--- config.mk ---
export PLATFORM = sky130hd
export DESIGN_NAME = xmr_probe_capture_flat
export DESIGN_NICKNAME = d
export VERILOG_FILES = /design/src/rtl/xmr_probe_capture_pkg.sv /design/src/rtl/xmr_probe_capture_if.sv /design/src/rtl/xmr_probe_capture_fifo.sv /design/src/rtl/xmr_probe_capture.sv /design/src/flat_wrapper.sv
export SDC_FILE = /design/constraint.sdc
export NUM_CORES = 1
export LEC_CHECK = 0
export BUFFER_PORTS_ARGS = -buffer_cell sky130_fd_sc_hd__buf_2
export CORE_ASPECT_RATIO = 1.4
export CORE_UTILIZATION = 55
export DETAILED_ROUTE_END_ITERATION = 10
export HOLD_SLACK_MARGIN = 0.06
export PLACE_DENSITY = 0.69
export SETUP_SLACK_MARGIN = 0.05
export SYNTH_ARGS = -nofsm -noshare
export SYNTH_HDL_FRONTEND = slang
export SYNTH_SLANG_ARGS = --single-unit
--- constraint.sdc ---
create_clock -name clk -period 4.4 [get_ports clk]
set_input_delay 0.22 -clock clk [delete_from_list [all_inputs] [get_ports clk]]
set_output_delay 0.22 -clock clk [all_outputs]
set_load 0.005 [all_outputs]
--- src/rtl/xmr_probe_capture_pkg.sv ---
// xmr_probe_pkg: shared types and constants for the probe capture block
package xmr_probe_pkg;
  localparam int PROBE_W_DEF = 1;
  localparam int TS_W_DEF = 16;
  localparam logic [7:0] OVF_MAX = 8'hFF;
  typedef struct packed {
    logic [TS_W_DEF-1:0] ts;
    logic [PROBE_W_DEF-1:0] value;
  } probe_entry_t;
  typedef enum logic [1:0] {CAP_OFF = 2'd0, CAP_ARM = 2'd1, CAP_RUN = 2'd2} cap_state_e;
endpackage

--- src/rtl/xmr_probe_capture_if.sv ---
// xmr_probe_capture_if: valid/ready stream carrying logged {ts, value} entries
interface xmr_probe_capture_if #(parameter int W = 17);
  logic out_valid;
  logic out_ready;
  logic [W-1:0] out_data;
  modport master(output out_valid, output out_data, input out_ready);
  modport slave(input out_valid, input out_data, output out_ready);
endinterface

--- src/rtl/xmr_probe_capture_fifo.sv ---
// xmr_probe_fifo: show-ahead synchronous FIFO, wrap bit on pointers separates full from empty
module xmr_probe_fifo
  import xmr_probe_pkg::*;
#(
  parameter int W = 17,
  parameter int DEPTH = 8
) (
  input  logic         clk,
  input  logic         rst,
  input  logic         push,
  input  logic         pop,
  input  logic [W-1:0] wdata,
  output logic [W-1:0] rdata,
  output logic         empty,
  output logic         full
);
  localparam int AW = $clog2(DEPTH);
  logic [W-1:0] r_mem [DEPTH];
  logic [AW:0] r_wptr, r_rptr;
  logic w_pop, w_push;
  assign empty = r_wptr == r_rptr;
  assign full = (r_wptr[AW] != r_rptr[AW]) && (r_wptr[AW-1:0] == r_rptr[AW-1:0]);
  assign w_pop = pop & !empty;
  assign w_push = push & (!full | w_pop);
  assign rdata = empty ? '0 : r_mem[r_rptr[AW-1:0]];
  // pointer advance; a pop frees the slot a same-cycle push into a full FIFO needs
  always_ff @(posedge clk) begin
    if (rst) begin
      r_wptr <= '0;
      r_rptr <= '0;
    end else begin
      if (w_push) r_wptr <= r_wptr + 1'b1;
      if (w_pop) r_rptr <= r_rptr + 1'b1;
    end
  end
  // storage, no reset needed since empty masks the head
  always_ff @(posedge clk) begin
    if (w_push) r_mem[r_wptr[AW-1:0]] <= wdata;
  end
endmodule

--- src/rtl/xmr_probe_capture.sv ---
// xmr_probe_capture: timestamps every probe change and queues it for a stream consumer
module xmr_probe_capture
  import xmr_probe_pkg::*;
#(
  parameter int PROBE_W = 1,
  parameter int TS_W = 16,
  parameter int DEPTH = 8
) (
  input  logic               clk,
  input  logic               rst,
  input  logic               en,
  input  logic [PROBE_W-1:0] probe_i,
  xmr_probe_capture_if.master out,
  output logic               full,
  output logic [7:0]         overflow_cnt
);
  localparam logic [1:0] S_OFF = 2'(CAP_OFF);
  localparam logic [1:0] S_ARM = 2'(CAP_ARM);
  localparam logic [1:0] S_RUN = 2'(CAP_RUN);
  logic [1:0] r_state;
  logic [TS_W-1:0] r_ts;
  logic [PROBE_W-1:0] r_prev;
  logic [7:0] r_ovf;
  logic w_run, w_event, w_pop, w_push, w_empty, w_full;
  logic [TS_W+PROBE_W-1:0] w_rdata;
  assign w_run = (r_state == S_RUN) & en;
  assign w_event = w_run & (probe_i != r_prev);
  assign w_pop = out.out_valid & out.out_ready;
  assign w_push = w_event & (!w_full | w_pop);
  assign out.out_valid = !w_empty;
  assign out.out_data = w_rdata;
  assign full = w_full;
  assign overflow_cnt = r_ovf;
  // capture FSM, free-running timestamp outside OFF, change reference and drop counter
  always_ff @(posedge clk) begin
    if (rst) begin
      r_state <= S_OFF;
      r_ts <= '0;
      r_prev <= '0;
      r_ovf <= '0;
    end else begin
      r_state <= en ? (r_state == S_OFF ? S_ARM : S_RUN) : S_OFF;
      if (r_state != S_OFF) r_ts <= r_ts + 1'b1;
      if (r_state == S_ARM || w_run) r_prev <= probe_i;
      if (w_event && w_full && !w_pop && r_ovf != OVF_MAX) r_ovf <= r_ovf + 1'b1;
    end
  end
  xmr_probe_fifo #(.W(TS_W + PROBE_W), .DEPTH(DEPTH)) u_fifo (
    .clk(clk),
    .rst(rst),
    .push(w_push),
    .pop(w_pop),
    .wdata({r_ts, probe_i}),
    .rdata(w_rdata),
    .empty(w_empty),
    .full(w_full)
  );
endmodule

--- src/flat_wrapper.sv ---
// flat-port wrapper written by rule: the top's interface ports become plain ports
module xmr_probe_capture_flat import xmr_probe_pkg::*;
#(
  parameter int PROBE_W = 1,
  parameter int TS_W = 16,
  parameter int DEPTH = 8
)
  (clk, rst, en, probe_i, full, overflow_cnt, out_out_valid, out_out_data, out_out_ready);
  xmr_probe_capture_if #(.W(17)) out_i ();
  input  logic clk;
  input  logic rst;
  input  logic en;
  input  logic [PROBE_W-1:0] probe_i;
  output logic full;
  output logic [7:0] overflow_cnt;
  output wire logic [$bits(out_i.out_valid)-1:0] out_out_valid;
  output wire logic [$bits(out_i.out_data)-1:0] out_out_data;
  input wire logic [$bits(out_i.out_ready)-1:0] out_out_ready;
  assign out_out_valid = out_i.out_valid;
  assign out_out_data = out_i.out_data;
  assign out_i.out_ready = out_out_ready;
  xmr_probe_capture #(.PROBE_W(PROBE_W), .TS_W(TS_W), .DEPTH(DEPTH)) u_core (.clk(clk), .rst(rst), .en(en), .probe_i(probe_i), .out(out_i), .full(full), .overflow_cnt(overflow_cnt));
endmodule
-- Word level (Yosys, flattened, before mapping)
Memory sizes are Yosys's and may differ from the RTL's. A register that Yosys moved wholly into a read port is not among the register bits.
Index checks and enable logic that the tools add are counted.
- add/subtract/negate cells: 4
- multipliers: 0
- divide/modulo/power cells: 0
- $lt $le $gt $ge: 0
- equality and inequality tests: 7
- shift-type cells: 0
- muxes and demuxes: 6
- bitwise logic cells: 9
- reductions and logical operators: 11
- operators with widths (cell ; number):
    $mux W17 ; 1
    $add A16 B1 Y16 const B ; 1
    $add A4 B1 Y4 const B ; 2
    $add A8 B1 Y8 const B ; 1
    $ne A8 B8 Y1 const B ; 1
    $and A1 B1 Y1 ; 6
    $mux W3 ; 2
    $eq A4 B4 Y1 ; 1
    $logic_and A1 B1 Y1 ; 4
    $eq A3 B3 Y1 ; 1
    $logic_not A1 Y1 ; 3
    $eq A2 B1 Y1 const B ; 1
    $eq A2 B2 Y1 const B ; 1
    $logic_not A2 Y1 ; 1
    $mux W1 ; 2
    $mux W2 ; 1
    $ne A1 B1 Y1 ; 2
    $or A1 B1 Y1 ; 2
    $reduce_bool A2 Y1 ; 1
    $reduce_or A2 Y1 ; 1
    $logic_or A1 B1 Y1 ; 1
    $not A1 Y1 ; 1
- register bits after elaboration: 35
- latch bits: 0
- bits in writable memories: 136
- bits in read-only memories: 0
- input bits: 5
- logic and storage cells: 44
- memories kept: 1
- memory list (name ; depth ; bits a word ; rd ports ; clocked after Yosys merged registers in ; write ports ; RTL line ; RTL):
    u_core.u_fifo.r_mem ; 8 ; 17 ; 1 ; 1 ; 1 ; xmr_probe_capture_fifo.sv:18 ; logic [W-1:0] r_mem [DEPTH];

-- Logic depth before layout (Yosys ltp)
Gate-level depths: netlist of the first run.
- depth after elaboration: 8
- gate-level depth with buffers: 6
- depth with buffers taken out: 5

-- By module
From an unflattened synthesis of the first run, not the netlist that was laid out.
- cells, all modules: 437
- area, all modules: 7111.8 µm²
- modules (own cells, without submodules) (module ; instances ; cells each ; area an instance (µm²)):
    xmr_probe_fifo ; 1 ; 287 ; 5858.1
    xmr_probe_capture ; 1 ; 150 ; 1253.7

-- Least setup slack after synthesis of the first run
No wires, ideal clock.
- path type: register -> register
- from: register u_core.r_state[1]
- to: memory u_core.u_fifo.r_mem[0][0], enable pin
- library setup time: 0.435 ns
- arrival: 2.679 ns
- required time: 3.965 ns
- path slack: 1.286 ns
- stages on the path, launching flop included: 6
- buffers on the path: 1
- clock period less this slack: 3.114 ns
- cells stage by stage: dfxtp_1 -> buf_2 -> nand3b_1 -> nor2_1 -> o21ai_0 -> nor4_1
- longest elaborated chain between the ends: 7
- RTL lines (what ; RTL line ; RTL):
    from (decl) ; xmr_probe_capture.sv:20 ; logic [1:0] r_state;
    from (signal assigned) ; xmr_probe_capture.sv:42 ; r_state <= en ? (r_state == S_OFF ? S_ARM : S_RUN) : S_OFF;
    $eq A2 B2 Y1 ; xmr_probe_capture.sv:26 ; assign w_run = (r_state == S_RUN) & en;
    $and A1 B1 Y1 ; xmr_probe_capture.sv:26 ;
    $and A1 B1 Y1 ; xmr_probe_capture.sv:27 ; assign w_event = w_run & (probe_i != r_prev);
    $and A1 B1 Y1 ; xmr_probe_capture.sv:29 ; assign w_push = w_event & (!w_full | w_pop);
    $and A1 B1 Y1 ; xmr_probe_capture_fifo.sv:24 ; assign w_push = push & (!full | w_pop);
    $mux W1 ; xmr_probe_capture_fifo.sv:38 ; if (w_push) r_mem[r_wptr[AW-1:0]] <= wdata;
    $mux W1 (implied by the code) ; xmr_probe_capture_fifo.sv:38 ;
    to (decl) ; xmr_probe_capture_fifo.sv:18 ;
Every way passes these cells.

==> flow_summary.yaml, run 1 <==
die:
  start_util: 0.569
  ios: 32
  die_h_um: 136
  rows: 48
  die-width_um: 97.9
  core_um2: 12400
  die-area_um2: 13300
pwr:
  pwr-share-clk: 0.444
  power_switching_uw: 637
  p_total_mw: 3.27
  pwr-share-comb: 0.014
  internal-power_mw: 2.63
  ir_worst_vdd_mv: 0.238
  cellLeakagePower_nw: 2.70
  p_seq_frac: 0.541
  power.density_nw_per_um2: 407
  switching_share: 0.195
timing:
  skew_ns: 0.00713
  relSlewSlack: 0.347
  tightest_slew_ns: 0.978
  period_needed_ns: 2.87
  max_clock_freq_mhz: 348
  rsz0062_at_grt: "false"
  final_hold_viol_count: 0
  finalCritPeriodShare: 0.653
  slew_viol_final: 0
  layout_setup_ws_ns: 1.53
  whs_ns: 0.0886
  finalSetupViolCount: 0
  fin_tns_setup_ns: 0
clock_tree:
  cts-buffers-inserted: 17
  h-tree-depth: 4
  root_buffer: "clkbuf_16"
  cts_tree: "yes"
  clock_latency_ns: 0.42
  clock_sinks: 174
  post_cts_resized: 0
  cts_setup_buffers: 0
  hold_buffers: 0
  path_clk_slew_ns: 0.06
  clk_path_buf_depth: 2
yosys:
  yosys.area.top_type: "edfxtp_1"
  synth_top_family_by_area: "multiplexers"
  synth_common_cells: "136 x edfxtp_1, 52 x nor2_1, 38 x dfxtp_1, 34 x mux4_2, 20 x mux2i_1"
  syn-num-nets: 450
  yosysMostFrequentCell: "edfxtp_1"
  synth_area_leaders: "edfxtp_1 58%, mux4_2 11%, dfxtp_1 11%, mux2i_1 2.8%, nor2_1 2.8%"
  postSynthAreaPerCell_um2: 16.1
  synth_compound_area_frac: 0.0295
  synth_cell_types: 47
  syn_area_um2: 7080
  ys.flop_type: "edfxtp_1"
  synth-adder-area-share: 0.00707
  synth_seq_area_share: 0.684
  yosys.area_share.xor_xnor: 0.0258
  ys_warn_count: 0
  synth.area.mux_share: 0.151
  synth-simple-area-share: 0.0852
  synth-async-reset-ratio: 0
  syn_inst: 441
  synth_top_cell_area_share: 0.577
  ys_seq_elements: 174
  synth_edf_count: 136
place:
  numPortBuffers: 31
  dp.final_hpwl_um: 7580
  dpl_cell_area_um2: 7440
  dp.cells: 612
  gp_congestion: 0.805
  preCtsSetupSlack_ns: 1.88
critical_path:
  crit_required_ns: 4.18
  start_kind: "flop"
  path_class: "reg -> out"
  end_kind: "output port"
  crit_chain: "buf_4 > mux4_2 > mux2i_1 > nor2_1 > buf_2"
  slowest_stage: "dfxtp_2"
  arrival_ns: 2.65
  max_stage_delay_ns: 0.91
  timing.rr.start: "u_core.u_fifo.r_wptr[2]$_SDFFE_PP0P_"
  worst-path-max-fanout: 23
  rr_worst_depth: 5
  r2r-end: "u_core.u_fifo.r_mem[7][7]$_DFFE_PP_"
  r2r_setup_slack_ns: 2.10
route:
  drc: 2
  wl_per_cell_um: 20.1
  vias: 3850
  wl_um: 13000
  firstDrtPassIters: 7
  first_iter_violations: 221
  viasPerCell: 5.98
  antenna_left: 0
final_layout:
  drive_gt1_frac: 0.255
  nNetsFinal: 490
  post-route-util: 0.646
  final_cells: 644
  nFillCells: 880
  areaGrowthSynthToFinish_pct: 13.4
  fin_area_um2: 8030
  diodes: 0
global_route:
  grt_usage: 0.211
  grt_overflow: 0
  grt_pass1_vias: 3834
  grt_start_max_net_pins: 48
  antenna_found_initial: 0
  grt_pass1_wl_um: 20400
min_path:
  hold_path_end: "u_core.r_state[1]$_SDFF_PP0_"
  hold_class: "in -> reg"
  min_from: "en"
  worstHoldPathCells: 3
status:
  outcome: "finished with violations"
  failed_checks: "design-rule violations"
run:
  maxCapViolCount: 0
placed cells by master, fill, tap and decap left out, types with 2 or more instances in the layout:
cell         n
a21oi_1      9
buf_2       31
buf_4       11
bufinv_16    2
clkbuf_16   17
clkinv_2     4
clkinv_4     4
dfxtp_1     37
edfxtp_1   136
ha_1         4
inv_1        8
inv_6        2
mux2_2       9
mux2i_1     20
mux4_2      34
nand2_1      9
nand2b_1     5
nand3_1     10
nand4_1      7
nor2_1      51
nor2_2       2
nor2b_1      9
nor3_1       4
nor3_2       4
nor4_1       7
o2111a_1     2
o211ai_1     3
o21ai_0      5
o41ai_1      2
or3_1        2
xnor2_1      9
xor2_1      10
sequential cells by signal, summed over array words and instances, names as in the netlist, named ones only:
signal and flops:
u_core.r_state 2, u_core.overflow_cnt 8, u_core.u_fifo.r_wptr 4, u_core.u_fifo.r_rptr 4, u_core.r_ts 16, u_core.u_fifo.r_mem 136, u_core.r_prev 1
how the worst max path moves through the flow:
| stage | slack (ns) | startpoint | end |
|---|---|---|---|
| after global placement | 1.89 | flop | out_out_data[5] |
| after CTS | 1.41 | flop | out_out_data[5] |
| after floorplan | 1.29 | u_core.r_state[1]$_SDFF_PP0_ | u_core.u_fifo.r_mem[0][0]$_DFFE_PP_ |
| after detailed placement | 1.88 | flop | out_out_data[5] |
| final | 1.53 | flop | out_out_data[5] |
| after global routing | 1.29 | flop | out_out_data[6] |
area by class of cell:
type	count	area, um^2	share of cell area
clock buffers	19	443	0.0552
clock inverters	13	140	0.0175
inverters	8	30.0	0.00374
multi-input cells	238	2140	0.267
flip-flops and latches	174	4850	0.604
well taps	150	188	0.0234
repair buffers	42	238	0.0296
cell families after synthesis:
logic type,after synthesis
buffers and inverters,29
AND/OR/NAND/NOR,121
XOR/XNOR,20
multiplexers,63
flip-flops,174
AO/OA/AOI/OAI,30
adder cells (fa/ha/maj),4
power by group through the flow:
stage	combinational [mW]	sequential, mW	clock (mW)
after floorplan	0.0391	1.80	0
after global placement	0.0467	1.80	0
after detailed placement	0.0477	1.80	0
after CTS	0.0478	1.77	1.48
after global routing	0.0525	1.77	1.54
final	0.0469	1.77	1.45
routing by layer:
layer | track usage | routed length, um
met1 | 0.247 | 5230
met3 | 0.0458 | 515
met4 | 0.0741 | 218
met5 | 0 | 0
met2 | 0.382 | 7000
critical path: cells and delay by family, from the launching register on:
| family | cells | cell delay [ns] |
|---|---|---|
| mux | 2 | 0.69 |
| buf+inv | 2 | 0.56 |
| flops | 1 | 0.91 |
| simple gates | 1 | 0.05 |
No activity file was read; power rests on OpenSTA's default activity.
==> inputs of run 2 (changes only) <==
ABC_AREA = 1   (was unset)
PLACE_DENSITY = 0.72   (was 0.69)
clock period = 2.47 ns   (was 4.4 ns; I/O delays follow)
==> flow_summary.yaml, run 2 <==
global_route:
  grt_pass1_wl_um: 24000
  antenna_found_initial: 0
  grt_usage: 0.241
  grt_start_max_net_pins: 69
  grt_overflow: 0
  grt_pass1_vias: 4727
timing:
  skew_ns: 0.00893
  period_needed_ns: 2.24
  relSlewSlack: 0.538
  finalSetupViolCount: 0
  tightest_slew_ns: 0.692
  final_hold_viol_count: 0
  rsz0062_at_grt: "false"
  finalCritPeriodShare: 0.907
  max_clock_freq_mhz: 446
  slew_viol_final: 0
  layout_setup_ws_ns: 0.230
  whs_ns: 0.0745
die:
  start_util: 0.571
  ios: 32
  die-area_um2: 13400
  core_um2: 12500
  die_h_um: 137
  rows: 48
  die-width_um: 98.3
yosys:
  synth_top_cell_area_share: 0.572
  synth_edf_count: 136
  ys_seq_elements: 174
  yosys.area.top_type: "edfxtp_1"
  syn-num-nets: 666
  ys_warn_count: 0
  synth_common_cells: "136 x edfxtp_1, 136 x nor2_1, 95 x o21ai_0, 51 x nand2_1, 38 x dfxtp_1"
  syn_inst: 657
  syn_area_um2: 7140
  postSynthAreaPerCell_um2: 10.9
  synth-async-reset-ratio: 0
  synth_area_leaders: "edfxtp_1 57%, dfxtp_1 11%, nor2_1 7.2%, o21ai_0 6.7%, nand2_1 2.7%"
  synth_seq_area_share: 0.679
  ys.flop_type: "edfxtp_1"
  synth_cell_types: 34
route:
  first_iter_violations: 404
  vias: 4891
  firstDrtPassIters: 7
  viasPerCell: 5.67
  drc: 0
  antenna_left: 0
  wl_per_cell_um: 17.2
  wl_um: 14800
critical_path:
  end_kind: "output port"
  arrival_ns: 2.12
  crit_required_ns: 2.35
  path_class: "reg -> out"
  worst-path-max-fanout: 19
  start_kind: "flop"
  r2r_setup_slack_ns: 0.36
pwr:
  switching_share: 0.237
  pwr-share-comb: 0.100
  power_switching_mw: 1.50
  internal-power_mw: 4.84
  cellLeakagePower_nw: 3.06
  ir_worst_vdd_mv: 0.531
  p_seq_frac: 0.498
  pwr-share-clk: 0.402
  p_total_mw: 6.34
  power.density_nw_per_um2: 776
final_layout:
  drive_gt1_frac: 0.143
  areaGrowthSynthToFinish_pct: 14.6
  seqCellArea_um2: 4850
  nFillCells: 929
  largest_reg_flops: 136
  diodes: 0
  layout_common_cells: "136 x nor2_1, 136 x edfxtp_1, 95 x o21ai_0, 51 x nand2_1, 37 x dfxtp_1"
  nNetsFinal: 708
  final_cells: 862
  multi_input_area_um2: 2030
clock_tree:
  root_buffer: "clkbuf_16"
  clock_sinks: 174
  clk_path_buf_depth: 2
  cts_tree: "yes"
  h-tree-depth: 4
  cts-buffers-inserted: 17
  clock_latency_ns: 0.42
  cts_setup_buffers: 0
  path_clk_slew_ns: 0.06
place:
  dp.cells: 827
  numPortBuffers: 31
  dp.final_hpwl_um: 9340
  preCtsSetupSlack_ns: 0.408
  gp_congestion: 0.872
run:
  maxCapViolCount: 0
min_path:
  hold_class: "in -> reg"
status:
  outcome: "finished clean"
-- run 2: final timing paths --
check | from | to | depth (start not counted)
worst max-delay path | u_core.u_fifo.r_wptr[2]$_SDFFE_PP0P_ | out_out_data[1] | 5
worst min-delay path | out_out_ready | flop | 3
worst max register to register | u_core.u_fifo.r_wptr[2]$_SDFFE_PP0P_ | u_core.u_fifo.r_mem[2][11]$_DFFE_PP_ | 7
worst min register to register | u_core.r_prev$_SDFFE_PP0P_ | u_core.r_prev$_SDFFE_PP0P_ | 2
-- run 2: layer usage --
metal	up-vias	track usage	part of all wire
met1	2294	0.289	0.40
met3	32	0.0501	0.054
met4	0	0.0954	0.026
li1	2405	-	-
met5	-	0	0
met2	160	0.426	0.52
-- run 2: cell type report --
cell class | instances | area share
tap | 150 | 0.0230
multi-input combinational | 412 | 0.249
clock inverter | 12 | 0.0138
inverter | 39 | 0.0184
sequential | 174 | 0.593
timing repair buffer | 55 | 0.0465
clock buffer | 20 | 0.0571
-- run 2: cell families after synthesis --
family / synth area share
AND/OR/NAND/NOR: 0.141
flip-flops: 0.679
AO/OA/AOI/OAI: 0.123
buffers and inverters: 0.0401
XOR/XNOR: 0.00964
adder cells (fa/ha/maj): 0.00701
-- run 2: critical path: stages, from the launching register on --
cell	delay (ns)
dfxtp_1	0.63
xnor2_2	0.20
nand3_4	0.28
o21ai_0	0.14
a31oi_1	0.26
buf_2	0.17
-- run 2: power groups by stage --
stage | sequential, mW | clock [mW] | combinational (mW)
after floorplan | 3.22 | 0 | 0.413
after global placement | 3.22 | 0 | 0.617
after detailed placement | 3.22 | 0 | 0.630
after CTS | 3.16 | 2.59 | 0.636
after global routing | 3.16 | 2.71 | 0.717
final | 3.16 | 2.55 | 0.635
-- run 2: what timing repair did --
action                                  in CTS  in global routing
resized for setup                            0                  2
endpoints found under the hold margin       11                  0
hold buffers                                 3                  0
endpoints found under the setup margin       0                 16
-- run 2: per-stage QoR --
| stage | util | instance area, um^2 | setup TNS, ns |
|---|---|---|---|
| finish | 0.655 | 8180 | 0 |
| global route | 0.655 | 8180 | 0 |
| CTS | 0.654 | 8170 | 0 |
| detailed placement | 0.605 | 7560 | 0 |
| global placement | 0.605 | 7560 | 0 |
| floorplan | - | 7140 | -13.30 |
